## src/rtl/vin_frequency_hz.sv

```systemverilog
// rtl/vin_frequency_hz.sv - period-to-frequency converter using a 32-step restoring divider
module vin_frequency_hz #(
    parameter logic [31:0] CLK_FREQ = 32'd16000000
) (
    input  logic        clk,
    input  logic        reset,
    input  logic [31:0] period,
    output logic [31:0] frequency,
    output logic        update,
    output logic        stopped
);

    typedef enum logic [1:0] {IDLE, DIV, DONE} state_t;

    state_t      state;
    logic [31:0] p_lat;
    logic [31:0] quo;
    logic [31:0] rem;
    logic [4:0]  cnt;

    logic [32:0] trial;
    logic        fits;
    logic [31:0] diff;

    // The true difference is below p_lat, so 32-bit wraparound subtraction is exact.
    assign trial = {rem, quo[31]};
    assign fits  = trial >= {1'b0, p_lat};
    assign diff  = trial[31:0] - p_lat;

    always_ff @(posedge clk) begin
        if (reset) begin
            state     <= IDLE;
            p_lat     <= '0;
            quo       <= '0;
            rem       <= '0;
            cnt       <= '0;
            frequency <= '0;
            update    <= 1'b0;
            stopped   <= 1'b0;
        end else begin
            update <= 1'b0;
            case (state)
                IDLE: begin
                    p_lat <= period;
                    quo   <= CLK_FREQ;
                    rem   <= '0;
                    cnt   <= 5'd31;
                    state <= DIV;
                end
                DIV: begin
                    if (fits) begin
                        rem <= diff;
                        quo <= {quo[30:0], 1'b1};
                    end else begin
                        rem <= trial[31:0];
                        quo <= {quo[30:0], 1'b0};
                    end
                    cnt <= cnt - 5'd1;
                    if (cnt == 5'd0) begin
                        state <= DONE;
                    end
                end
                DONE: begin
                    // Divide-by-zero quotient is never published.
                    if (p_lat == 32'd0) begin
                        frequency <= '0;
                        stopped   <= 1'b1;
                    end else begin
                        frequency <= quo;
                        stopped   <= 1'b0;
                    end
                    update <= 1'b1;
                    state  <= IDLE;
                end
                default: state <= IDLE;
            endcase
        end
    end

endmodule
```

## config.mk

```make
export PLATFORM = sky130hd
export DESIGN_NAME = vin_frequency_hz
export DESIGN_NICKNAME = d
export VERILOG_FILES = /design/src/rtl/vin_frequency_hz.sv
export SDC_FILE = /design/constraint.sdc
export NUM_CORES = 1
export LEC_CHECK = 0
export BUFFER_PORTS_ARGS = -buffer_cell sky130_fd_sc_hd__buf_2
export CORE_MARGIN = 2
export CORE_UTILIZATION = 50
export DETAILED_ROUTE_END_ITERATION = 6
export PLACE_DENSITY = 0.66
export SLEW_MARGIN = 20
export SYNTH_ARGS = -nofsm -noshare
export SYNTH_HDL_FRONTEND = slang
export SYNTH_SLANG_ARGS = --single-unit
```

## constraint.sdc

```tcl
create_clock -name clk -period 3.49 [get_ports clk]
set_clock_uncertainty 0.15 [all_clocks]
set_input_delay 0.5235 -clock clk [delete_from_list [all_inputs] [get_ports clk]]
set_output_delay 0.5235 -clock clk [all_outputs]
set_load 0.02 [all_outputs]
```

==> results.toml, run 1 <==
[status]
outcome = "finished clean"

[critical_path]
critical_path_peak_fanout = 5
kind_of_capture_point_of_the_worst_setup_path = "register"
timing_worst_setup_path_type = "register to register"
timing.reg2reg.worst_path_depth = 11
worst_ep_arrival_time_ns = 3.28
crit_end = "rem[24]$_SDFFE_PP0P_"
setup.worst_path.start_class = "register"
critical_path_required_ns = 3.65
worst_setup_path_startpoint = "quo[31]$_SDFFE_PP0P_"
r2r_slack_ns = 0.37
rr_startpoint = "quo[31]$_SDFFE_PP0P_"
regToRegEndpoint = "rem[24]$_SDFFE_PP0P_"

[clock_tree]
cts_setup_buffers = 0
cts-root-buf = "sky130_fd_sc_hd__clkbuf_16"
tritoncts.num_buffers = 17
clkSlewWorstSetupHoldPaths_ns = 0.07
numClockSinks = 137
tritoncts = "yes"
clock_latency_ns = 0.43
cts.path.max_buffers = 2
htreeDepth = 4
cts_resized = 0
cts_hold_repair.buffers = 0

[floorplanning]
core_area_um2 = 13800
die_width_um = 122
fp.dieH_um = 122
count_of_pins_on_the_block_boundary = 68
row_count = 43
die_area_um2 = 15000
initial_core_util_pct = 50.9

[drt]
avgRoutedWirePerCell_um = 15.9
via_per_instance_ratio = 5.72
drt_first_pass_iters = 6
postRouteWirelength_mm = 17.1
drt_iter0_markers = 351
drc = 0
drt.antenna.violating_nets = 0
detailroute.via_count = 6132

[sta]
maximum_clock_rate_ghz = 0.321
rsz_0062_raised_after_global_routing = "no"
timing.max_slew.rel_slack_pct = 38.5
final_hold_viol_count = 0
worstMarginPinSlew_ns = 0.921
final_max_slew_viol_count = 0
totalNegativeSetupSlack_ns = 0
fin_hold_ws_ns = 0.179
report.final.setup_viol = 0
final_min_period_over_clock_period_pct = 89.3
minimum_period_implied_by_the_final_worst_setup_slack_ns = 3.12

[global_routing]
remaining_global_route_overflow = 0
first_pass_grt_wire_length_mm = 28.7
groute.layer.met1.usage_pct = 28.7
first_global_vias = 6050
use_met3_pct = 5.72
grt_max_degree = 57
gr-max-usage-layer = "met2"
grt.met2_usage_pct = 42.2
antenna_violations_before_repair = 0
gr-usage-all-layers_pct = 24.1

[layout]
area_growth_pct = 14.1
drive_gt1_share_pct = 16.0
n_fill_cell = 1300
multi_input_comb_area_um2 = 3830
n_antenna_cell = 0
finalNetCount = 948
fin_util_pct = 58.1
final_cell_area_um2 = 8000
seqCellArea_um2 = 2740

[placed_design]
place.gp.congestion = 0.892
detailed_place_hpwl_mm = 12.2
placement.io_buffers = 67
placed_cell_area_um2 = 7410

[yosys]
syn_avg_cell_area_um2 = 8.41
ys_ff_latch = 137
yosysSeqAreaShare_pct = 39.1
synthArstFlopShare_pct = 0
syn-num-nets = 902
number_of_flops_mapped_to_enable_cells_by_yosys = 0
yosys_warnings = 0
syn_area_um2 = 7010
synthCells = 833
synth_cell_types = 82
synth-main-ff-cell = "sky130_fd_sc_hd__dfxtp_1"

[pwr]
power_mw = 5.81
cellLeakagePower_nw = 3.33
vdd_drop_max_uv = 456
power_per_cell_area_nw_per_um2 = 727

[job]
cap_viol_max_count = 0

[worst_hold_path]
worst_hold_check_path_type = "primary input to register"
synthesized netlist by cell type, drive strengths merged (3+ instances only):
cell | count | area, um2
a211o | 5 | 46.3
a211oi | 6 | 55.1
a21o | 9 | 70.1
a21oi | 62 | 318
a22o | 26 | 228
a22oi | 33 | 248
a31o | 3 | 26.3
and2 | 7 | 43.8
and3 | 3 | 20.0
buf | 16 | 130
clkbuf | 35 | 133
dfxtp | 137 | 2740
ha | 34 | 425
inv | 45 | 169
mux2i | 27 | 270
nand2 | 125 | 469
nand2b | 4 | 25.0
nand3 | 12 | 70.1
nand4 | 9 | 56.3
nor2 | 76 | 288
nor2b | 3 | 18.8
nor3 | 12 | 76.3
nor4 | 9 | 56.3
o211ai | 9 | 67.6
o21a | 4 | 30.0
o21ai | 43 | 223
o21bai | 6 | 56.3
o22ai | 7 | 43.8
o311ai | 4 | 42.6
o31ai | 3 | 27.5
or2 | 4 | 25.0
or3 | 3 | 18.8
xnor2 | 14 | 123
xor2 | 8 | 70.1
power breakdown:
group          leakage [nW]  internal, mW  switching, mW
sequential             1.12          1.68          0.104
clock                 0.281          1.03          0.760
combinational          1.93         0.970           1.27
cell families (layout without fill, tap and decap cells):
logic type	Yosys count	count (layout)	synth area share, %
AO/OA/AOI/OAI	239	239	23.8
multiplexers	27	27	3.86
adder cells (fa/ha/maj)	35	35	6.36
buffers and inverters	97	156	6.30
AND/OR/NAND/NOR	276	276	17.8
flip-flops	137	137	39.1
XOR/XNOR	22	22	2.75
sequential cells by signal (all words and copies together), names as in the netlist:
| signal | count |
|---|---|
| cnt | 5 |
| frequency | 32 |
| p_lat | 32 |
| quo | 32 |
| rem | 32 |
| state | 2 |
| stopped | 1 |
| update | 1 |
worst max-delay path, stage by stage, from the launching register on:
cell and delay (ns):
sky130_fd_sc_hd__dfxtp_1 0.36, sky130_fd_sc_hd__inv_1 0.06, sky130_fd_sc_hd__ha_1 0.20, sky130_fd_sc_hd__fa_1 0.40, sky130_fd_sc_hd__nand2b_1 0.19, sky130_fd_sc_hd__a211oi_2 0.21, sky130_fd_sc_hd__nor3_2 0.12, sky130_fd_sc_hd__o311ai_2 0.34
sky130_fd_sc_hd__nand2_1 0.15, sky130_fd_sc_hd__o311ai_1 0.38, sky130_fd_sc_hd__xor2_1 0.12, sky130_fd_sc_hd__a221o_1 0.33
layout make-up:
cell class                 count  area share, %
clock buffer                  18           5.49
clock inverter                14           1.85
inverter                      45           2.11
timing repair buffer          79           5.48
sequential                   137           34.3
multi-input combinational    599           48.0
tap                          180           2.82
placed cells by master, fill, tap and decap left out, drive strengths merged, types with 6 or more instances in the layout:
master / synthesis / final
a211oi: 6 / 6
a21o: 9 / 9
a21oi: 62 / 62
a22o: 26 / 26
a22oi: 33 / 33
and2: 7 / 7
buf: 16 / 79
clkbuf: 35 / 18
dfxtp: 137 / 137
ha: 34 / 34
inv: 45 / 54
mux2i: 27 / 27
nand2: 125 / 125
nand3: 12 / 12
nand4: 9 / 9
nor2: 76 / 76
nor3: 12 / 12
nor4: 9 / 9
o211ai: 9 / 9
o21ai: 43 / 43
o21bai: 6 / 6
o22ai: 7 / 7
xnor2: 14 / 14
xor2: 8 / 8
layer usage:
metal  share of wire [%]  routed length (um)  vias to the layer above
li1                    -                   -                     3041
met1                  43                7360                     2947
met2                  51                8640                      120
met3                 4.1                 699                       24
met4                 2.3                 396                        0
met5                   0                   0                        -
metrics by stage:
step | std cells | setup WS, ns
finish | 1072 | 0.374
detailed placement | 1040 | 0.416
CTS | 1072 | 0.382
global route | 1072 | 0.200
global placement | 1040 | 0.468
floorplan | 833 | 0.657
worst min-delay path by stage:
| stage | slack (ns) | cells after the start | endpoint | startpoint |
|---|---|---|---|---|
| after floorplan | 0.29 | 2 | rem[15]$_SDFFE_PP0P_ | rem[15]$_SDFFE_PP0P_ |
| after global placement | 0.30 | 2 | rem[4]$_SDFFE_PP0P_ | rem[4]$_SDFFE_PP0P_ |
| after detailed placement | 0.32 | 2 | rem[13]$_SDFFE_PP0P_ | rem[13]$_SDFFE_PP0P_ |
| after CTS | 0.17 | 3 | p_lat[31]$_SDFFE_PP0P_ | period[31] |
| after global routing | 0.18 | 3 | p_lat[27]$_SDFFE_PP0P_ | period[27] |
| final | 0.18 | 3 | p_lat[6]$_SDFFE_PP0P_ | period[6] |
No activity file was read; power rests on OpenSTA's default activity.
==> run 2, diff against run 1 <==
==> constraint.sdc (replaced) <==
create_clock -name clk -period 3.3 [get_ports clk]
set_clock_uncertainty 0.15 [all_clocks]
set_input_delay 0.495 -clock clk [delete_from_list [all_inputs] [get_ports clk]]
set_output_delay 0.495 -clock clk [all_outputs]
set_load 0.02 [all_outputs]
==> results.toml, run 2 (synthesis results as in run 1) <==
[clock_tree]
tritoncts.num_buffers = 17
htreeDepth = 4
numClockSinks = 137
cts.path.max_buffers = 2
cts_setup_buffers = 0
cts-root-buf = "sky130_fd_sc_hd__clkbuf_16"
tritoncts = "yes"
clkSlewWorstSetupHoldPaths_ns = 0.06
clock_latency_ns = 0.42

[sta]
minimum_period_implied_by_the_final_worst_setup_slack_ns = 3.10
final_critical_path_setup_slack_ns = 0.201
final_hold_viol_count = 0
worstMarginPinSlew_ns = 0.900
final_max_slew_viol_count = 0
timing.max_slew.rel_slack_pct = 39.9
report.final.setup_viol = 0
final_min_period_over_clock_period_pct = 93.9
maximum_clock_rate_ghz = 0.323
fin_hold_ws_ns = 0.158
rsz_0062_raised_after_global_routing = "no"
totalNegativeSetupSlack_ns = 0

[floorplanning]
initial_core_util_pct = 50.9
die_area_um2 = 15000
count_of_pins_on_the_block_boundary = 68
core_area_um2 = 13800
die_width_um = 122
row_count = 43
fp.dieH_um = 122

[drt]
detailroute.via_count = 6126
postRouteWirelength_mm = 17.1
via_per_instance_ratio = 5.71
avgRoutedWirePerCell_um = 16.0
drt_first_pass_iters = 4
drt_iter0_markers = 306
drc = 0
drt.antenna.violating_nets = 0

[critical_path]
worst_setup_path_startpoint = "quo[31]$_SDFFE_PP0P_"
timing_worst_setup_path_type = "register to register"
worstPathBufferInverterCount = 1
worst_ep_arrival_time_ns = 3.27
setup.worst_path.start_class = "register"
critPathMostFrequentCell = "sky130_fd_sc_hd__a31oi_1"
rr_startpoint = "quo[31]$_SDFFE_PP0P_"
critical-path-top-delay-family = "compound AO/OA/AOI/OAI gates"
critical_path_cell_count = 11
regToRegEndpoint = "rem[26]$_SDFFE_PP0P_"
critical_path_peak_fanout = 5
r2r_slack_ns = 0.20
kind_of_capture_point_of_the_worst_setup_path = "register"
critical_path.max_stage_delay_ns = 0.39
cp_cell_sequence = "inv_1, ha_1, fa_1, nand2b_1, a211oi_2, nor3_2, o311ai_2, a31oi_1, o21bai_1, a31oi_1, a31o_1"
crit_end = "rem[26]$_SDFFE_PP0P_"
worst_path_max_delay_cell = "sky130_fd_sc_hd__fa_1"
critical_path_required_ns = 3.47
timing.reg2reg.worst_path_depth = 11

[pwr]
vdd_drop_max_uv = 458
power_mw = 6.21
cellLeakagePower_nw = 3.35
power_switching_mw = 2.25
power_per_cell_area_nw_per_um2 = 773
power_share_of_the_sequential_group_pct = 30.5
clk_pwr_share_pct = 30.8
power_switching_share_pct = 36.2
internal_power_mw = 3.96
power.share.combinational_pct = 38.7

[global_routing]
use_met3_pct = 5.30
grt_max_degree = 57
first_pass_grt_wire_length_mm = 28.2
first_global_vias = 5961
gr-max-usage-layer = "met2"
gr-usage-all-layers_pct = 23.7
remaining_global_route_overflow = 0
antenna_violations_before_repair = 0
groute.layer.met1.usage_pct = 28.9
grt.met2_usage_pct = 40.0

[layout]
fin_util_pct = 58.3
final_common_cell = "sky130_fd_sc_hd__dfxtp_1"
final_cell_area_um2 = 8030
most_frequent_cells_in_the_layout = "sky130_fd_sc_hd__dfxtp_1, sky130_fd_sc_hd__nand2_1, sky130_fd_sc_hd__nor2_1"
drive_gt1_share_pct = 16.1
n_antenna_cell = 0
area_growth_pct = 14.5
final_cell_count_no_fill = 1073
finalNetCount = 949

[placed_design]
detailed_place_hpwl_mm = 12.1
cells_after_dpl = 1041
placed_cell_area_um2 = 7430
place_worst_setup_slack_ns = 0.227
place.gp.congestion = 0.888
placement.io_buffers = 67

[job]
cap_viol_max_count = 0

[worst_hold_path]
worst_hold_check_path_type = "primary input to register"
whs_path_depth = 3

[status]
outcome = "finished clean"
[run 2: area by class of cell]
| type | instances | area (um2) |
|---|---|---|
| fill | 1306 | 5750 |
| tap | 180 | 225 |
| timing repair buffer | 80 | 458 |
| sequential | 137 | 2740 |
| clock buffer | 18 | 429 |
| inverter | 45 | 169 |
| multi-input combinational | 599 | 3840 |
| clock inverter | 14 | 159 |
[run 2: power groups by stage]
stage                     logic [mW]  registers (mW)  clock network, mW
final                           2.40            1.89               1.91
after CTS                       2.38            1.89               1.94
after detailed placement        2.36            1.93                  0
after global placement          2.31            1.92                  0
after global routing            2.65            1.91               2.00
after floorplan                 1.96            1.89                  0
[run 2: worst min path at each step]
stage | slack [ns] | startpoint | to
finish | 0.16 | period[1] | p_lat[1]$_SDFFE_PP0P_
global route | 0.16 | period[20] | p_lat[20]$_SDFFE_PP0P_
CTS | 0.14 | period[1] | p_lat[1]$_SDFFE_PP0P_
detailed placement | 0.31 | rem[28]$_SDFFE_PP0P_ | rem[28]$_SDFFE_PP0P_
global placement | 0.31 | rem[4]$_SDFFE_PP0P_ | rem[4]$_SDFFE_PP0P_
floorplan | 0.29 | rem[15]$_SDFFE_PP0P_ | rem[15]$_SDFFE_PP0P_
[run 2: timing repair]
item | 4_1_cts | 5_1_grt
hold buffers | 0 | 0
resized for setup | 0 | 1
endpoints found under the setup margin | 0 | 1
[run 2: per-layer routing]
layer / share of wire [%] / wire length [um]
met1: 45 / 7750
met2: 49 / 8330
met3: 3.7 / 630
met4: 2.5 / 424
met5: 0 / 0
[run 2: tightest hold or removal path, stage by stage]
cell and delay, ns:
sky130_fd_sc_hd__buf_2 0.10, sky130_fd_sc_hd__nand2_1 0.04, sky130_fd_sc_hd__a21oi_1 0.05
